$ cat config.mk
export PLATFORM = sky130hd
export DESIGN_NAME = firing_control
export DESIGN_NICKNAME = d
export VERILOG_FILES = /design/src/rtl/firing_control.sv
export SDC_FILE = /design/constraint.sdc
export NUM_CORES = 1
export LEC_CHECK = 0
export CAP_MARGIN = 40
export CORE_MARGIN = 10
export CORE_UTILIZATION = 44
export DETAILED_ROUTE_END_ITERATION = 6
export PLACE_DENSITY = 0.64
export SLEW_MARGIN = 25
export SYNTH_ARGS = -nofsm -noshare
export SYNTH_HDL_FRONTEND = slang
export SYNTH_SLANG_ARGS = --single-unit
$ cat constraint.sdc
create_clock -name clk -period 2.9 [get_ports clk]
set_clock_uncertainty 0.05 [all_clocks]
set_input_delay 0.29 -clock clk [delete_from_list [all_inputs] [get_ports clk]]
set_output_delay 0.29 -clock clk [all_outputs]
set_load 0.03 [all_outputs]
$ cat src/rtl/firing_control.sv
// -----------------------------------------------------------------------------
// firing_control
//
// Control FSM for the firing datapath. Turns the raw, bouncy trigger button
// into clean one-cycle press events, enforces a cooldown between shots,
// sequences the three shots of a round, and generates the datapath's
// active-low reset so a reload puts the datapath back to three shots.
//
// The state code is driven straight onto `control`:
//   READY3=000 FIRE1=001 READY2=010 FIRE2=011 READY1=100 FIRE3=101 EMPTY=110
//
// Parameters:
//   DEBOUNCE_CYCLES  consecutive cycles the synchronized trigger must differ
//                    from the debounced level before the level flips (>= 1)
//   COOLDOWN_CYCLES  cycles after a shot during which presses are discarded
//   CNT_W            width of the debounce and cooldown counters
//
// Ports:
//   clk          system clock
//   reset        synchronous active-high reset
//   trigger_raw  asynchronous bouncy trigger button, 1 = pressed
//   reload       one-cycle request to start a new round
//   control      datapath command / state code
//   dp_reset_n   active-low reset to the firing datapath
//   shot_fired   high during each FIRE state (one cycle per accepted shot)
//   dry_fire     one-cycle pulse for a press while out of ammo
//   out_of_ammo  high in EMPTY
//   busy         high while the cooldown counter is nonzero
// -----------------------------------------------------------------------------
module firing_control #(
  parameter int unsigned DEBOUNCE_CYCLES = 4,
  parameter int unsigned COOLDOWN_CYCLES = 8,
  parameter int unsigned CNT_W           = 16
) (
  input  logic       clk,
  input  logic       reset,
  input  logic       trigger_raw,
  input  logic       reload,
  output logic [2:0] control,
  output logic       dp_reset_n,
  output logic       shot_fired,
  output logic       dry_fire,
  output logic       out_of_ammo,
  output logic       busy
);

  typedef enum logic [2:0] {
    READY3 = 3'b000,
    FIRE1  = 3'b001,
    READY2 = 3'b010,
    FIRE2  = 3'b011,
    READY1 = 3'b100,
    FIRE3  = 3'b101,
    EMPTY  = 3'b110,
    UNUSED = 3'b111
  } state_t;

  localparam logic [CNT_W-1:0] ONE       = CNT_W'(1);
  localparam logic [CNT_W-1:0] DEB_LIMIT = CNT_W'(DEBOUNCE_CYCLES);
  localparam logic [CNT_W-1:0] COOL_LOAD = CNT_W'(COOLDOWN_CYCLES);

  // ---------------------------------------------------------------------------
  // Input path: two-flop synchronizer, counting debouncer, press edge pulse
  // ---------------------------------------------------------------------------
  logic             sync1;
  logic             sync2;
  logic             deb_level;
  logic             press;
  logic [CNT_W-1:0] deb_cnt;
  logic [CNT_W-1:0] deb_cnt_inc;

  assign deb_cnt_inc = deb_cnt + ONE;

  // NOTE: every flop here is written with <= so all registers see the values
  // from before the edge; blocking assignments would let sync2 pick up the
  // new sync1 in the same edge and silently remove a synchronizer stage.
  always_ff @(posedge clk) begin
    if (reset) begin
      sync1     <= 1'b0;
      sync2     <= 1'b0;
      deb_level <= 1'b0;
      deb_cnt   <= '0;
      press     <= 1'b0;
    end else begin
      sync1 <= trigger_raw;
      sync2 <= sync1;
      press <= 1'b0;
      if (sync2 == deb_level) begin
        deb_cnt <= '0;
      end else if (deb_cnt_inc == DEB_LIMIT) begin
        // Level has disagreed long enough: accept it. Only the rising edge
        // of the debounced level is a press; release produces nothing.
        deb_level <= ~deb_level;
        deb_cnt   <= '0;
        press     <= ~deb_level;
      end else begin
        deb_cnt <= deb_cnt_inc;
      end
    end
  end

  // ---------------------------------------------------------------------------
  // FSM: state register
  // ---------------------------------------------------------------------------
  state_t           state;
  state_t           state_next;
  logic [CNT_W-1:0] cool_cnt;
  logic [CNT_W-1:0] cool_next;
  logic             dp_rst_pend;

  always_ff @(posedge clk) begin
    if (reset) begin
      state       <= READY3;
      cool_cnt    <= '0;
      dp_rst_pend <= 1'b1;
    end else begin
      state       <= state_next;
      cool_cnt    <= cool_next;
      // Datapath reset is low for exactly the cycle in which READY3 first
      // shows after a reload.
      dp_rst_pend <= reload;
    end
  end

  // ---------------------------------------------------------------------------
  // FSM: next state and cooldown counter
  // ---------------------------------------------------------------------------
  // NOTE: both outputs of this block get a default before any branch, so no
  // path leaves them unassigned and no latch can be inferred.
  always_comb begin
    state_next = state;
    cool_next  = (cool_cnt != '0) ? cool_cnt - ONE : '0;

    if (reload) begin
      // Reload wins over a simultaneous press and over a shot in progress.
      state_next = READY3;
      cool_next  = '0;
    end else begin
      case (state)
        READY3: if (press && cool_cnt == '0) state_next = FIRE1;
        READY2: if (press && cool_cnt == '0) state_next = FIRE2;
        READY1: if (press && cool_cnt == '0) state_next = FIRE3;
        FIRE1: begin
          state_next = READY2;
          cool_next  = COOL_LOAD;
        end
        FIRE2: begin
          state_next = READY1;
          cool_next  = COOL_LOAD;
        end
        FIRE3: begin
          state_next = EMPTY;
          cool_next  = COOL_LOAD;
        end
        EMPTY:   state_next = EMPTY;
        default: state_next = READY3;
      endcase
    end
  end

  // ---------------------------------------------------------------------------
  // FSM: outputs
  // ---------------------------------------------------------------------------
  always_comb begin
    control     = state;
    shot_fired  = 1'b0;
    dry_fire    = 1'b0;
    out_of_ammo = 1'b0;
    busy        = (cool_cnt != '0);
    dp_reset_n  = ~dp_rst_pend;
    case (state)
      FIRE1, FIRE2, FIRE3: shot_fired = 1'b1;
      EMPTY: begin
        out_of_ammo = 1'b1;
        // A press dropped by a simultaneous reload is not a dry fire either.
        dry_fire    = press & ~reload;
      end
      default: ;
    endcase
  end

endmodule

==> impl_metrics.tcl, run 1 <==
set metrics [dict create \
    cpMaxStageDelayCell "clkdlybuf4s50_1" \
    pwr-share-comb 0.413 \
    io_pins 12 \
    use_met3 0.0460 \
    grt_busiest_layer "met2" \
    insertion_delay_ns 0.29 \
    synth_area_um2 1960 \
    synthesis.instances 213 \
    synth_edf_count 0 \
    hold_viol 0 \
    cp-start-kind "flop" \
    route.detailed.wl_per_inst_um 12.0 \
    initialDrtViolationCount 43 \
    p_total_w 0.00241 \
    portBuffers 11 \
    postCtsSetupBuffers 0 \
    met2_usage 0.132 \
    critical_path.max_stage_delay_ns 0.66 \
    grt_util_all_layers 0.0961 \
    synth_ff_type "dfxtp_1" \
    yosys_warnings 0 \
    crit_family "simple AND/OR/NAND/NOR gates" \
    grt_max_degree 16 \
    rows 24 \
    p_int_w 0.00156 \
    final_nets 231 \
    worst_pin_slew_ns 0.584 \
    finalSetupViolCount 0 \
    antenna_found_initial 0 \
    cts_buffer_depth 2 \
    seq_area_frac_synth 0.409 \
    async_reset_ff_frac 0 \
    drc 0 \
    die_h_um 86.7 \
    layout_common_cells "nor2_1, dfxtp_1, nand2_1, xnor2_1, xor2_1" \
    syn_nets 220 \
    clockPowerShare 0.261 \
    required_ns 2.56 \
    clock-sinks 40 \
    cts-root-buf "clkbuf_8" \
    clk_pin_slew_ns 0.08 \
    rsz0062_at_grt "false" \
    grt_pass1_vias 1320 \
    grt_remaining_overflow 0 \
    fmax_mhz 403 \
    slew_violations 0 \
    fin_setup_tns_ns 0 \
    ir_drop_mv 0.534 \
    crit_buf_inv 1 \
    worstSetupPathType "reg2out" \
    switching_share 0.353 \
    timing.hold.ws_ns 0.399 \
    power.switching_w 0.000849 \
    syn2layout_area_growth_pct 15.3 \
    hp-class "reg2reg" \
    dieArea_um2 7520 \
    timing.slew.headroom 0.609 \
    ys_ff_latch 40 \
    dr.pass1.iters 4 \
    finalWeightedCongestion 0.873 \
    post_synth.cell_area_avg_um2 9.19 \
    tritoncts "built" \
    gr-usage-met1 0.123 \
    ctsHoldBuffers 0 \
    routed_via_density 5.06 \
    seq_power_share 0.325 \
    die_w_um 86.7 \
    ant_nets 0 \
    crit_chain "or3_1 -> nor3_2 -> nand4_1 -> clkdlybuf4s50_1" \
    cp_data_arrival_time_ns 2.14 \
    status "completed" \
    cts-resized-gates 0 \
    final_area_um2 2260 \
    maxCapViolCount 0 \
    p_leak_nw 0.834 \
    fin_crit_ns 2.48 \
    start_util 0.453 \
    cts_buffers 5 \
    power.density_nw_per_um2 1070 \
    htree_levels 2 \
    cp-end-kind "primary output" \
    grt_pass1_wl_um 5800 \
    drive_above_1_share 0.129 \
    place_area_um2 2100 \
    layout_commonest_cell "nor2_1" \
    finalWirelength_um 3330 \
    hpwl_um 2460 \
    core_area_um2 4320 \
    vias 1403 \
    synth_cell_type_count 44 \
    fin_crit_sh 0.855 \
    antennaDiodeCount 0 \
    cp_max_fo 4 \
]
-- registers in the layout, summed over array words and instances, names as in the netlist --
name and cells:
cool_cnt 16, control 3, sync2 1, dp_rst_pend 1
deb_level 1, press 1, sync1 1, deb_cnt 16
-- synthesized netlist by cell type (all sizes together) (3+ instances only) --
master	n	area (µm²)
or3	5	31.3
nor4	9	111
xor2	14	123
buf	3	21.3
nor2b	4	25.0
ha	3	37.5
nand3	9	65.1
inv	8	30.0
clkbuf	5	20.0
xnor2	15	131
nand4	5	37.5
nor2	42	158
dfxtp	40	801
nand2	15	56.3
o21ai	3	15.0
nor3	9	66.3
a21oi	4	20.0
-- metal layers --
metal  wire (µm)  share of wire  up-vias
met5           0              0        -
met4          70          0.021        0
met3         213          0.064        7
met2        1300           0.39       22
met1        1740           0.52      632
li1            -              -      742
-- kinds of logic after synthesis --
| group | Yosys count | share of synthesized area |
|---|---|---|
| AND/OR/NAND/NOR | 110 | 0.337 |
| flip-flops | 40 | 0.409 |
| XOR/XNOR | 29 | 0.130 |
| buffers and inverters | 16 | 0.0364 |
| AO/OA/AOI/OAI | 14 | 0.0633 |
| adder cells (fa/ha/maj) | 3 | 0.0192 |
| multiplexers | 1 | 0.00511 |
-- power by group through the flow --
stage	sequential, W	clock, W	combinational [W]
2_1_floorplan	0.000775	0	0.000839
3_3_place_gp	0.000793	0	0.00100
3_5_place_dp	0.000794	0	0.00101
4_1_cts	0.000783	0.000646	0.00101
5_1_grt	0.000798	0.000672	0.00114
6_report	0.000783	0.000629	0.000995
-- worst paths after layout --
kind | startpoint | to | slack, ns | depth (start not counted)
max | cool_cnt[8] | busy | 0.42 | 4
min | sync1 | sync2 | 0.40 | 1
max reg2reg | deb_cnt[4] | deb_cnt[1] | 0.65 | 6
min reg2reg | sync1 | sync2 | 0.40 | 1
-- cell type report --
type | count | area [µm²]
Fill cell | 414 | 2070
Multi-Input combinational cell | 157 | 1090
Sequential cell | 40 | 801
Timing Repair Buffer | 12 | 118
Clock inverter | 3 | 90.1
Clock buffer | 5 | 68.8
Tap cell | 52 | 65.1
Inverter | 8 | 30.0
-- through the flow --
step | util | setup WS (ns) | std cells
floorplan | - | 0.831 | 213
global placement | 0.486 | 0.718 | 269
detailed placement | 0.486 | 0.639 | 269
CTS | 0.522 | 0.391 | 277
global route | 0.522 | 0.307 | 277
finish | 0.522 | 0.419 | 277
(Power assumes the default switching activity.)
==> run 2, diff against run 1 <==
CAP_MARGIN = not set   (was 40)
==> results of run 2 <==
Final layout, timing and power as in run 1 (identical DEF).
==> run 3, diff against run 2 <==
GPL_ROUTABILITY_DRIVEN = 0   (was not set)
==> results of run 3 <==
Final layout, timing and power as in run 1 (identical DEF).
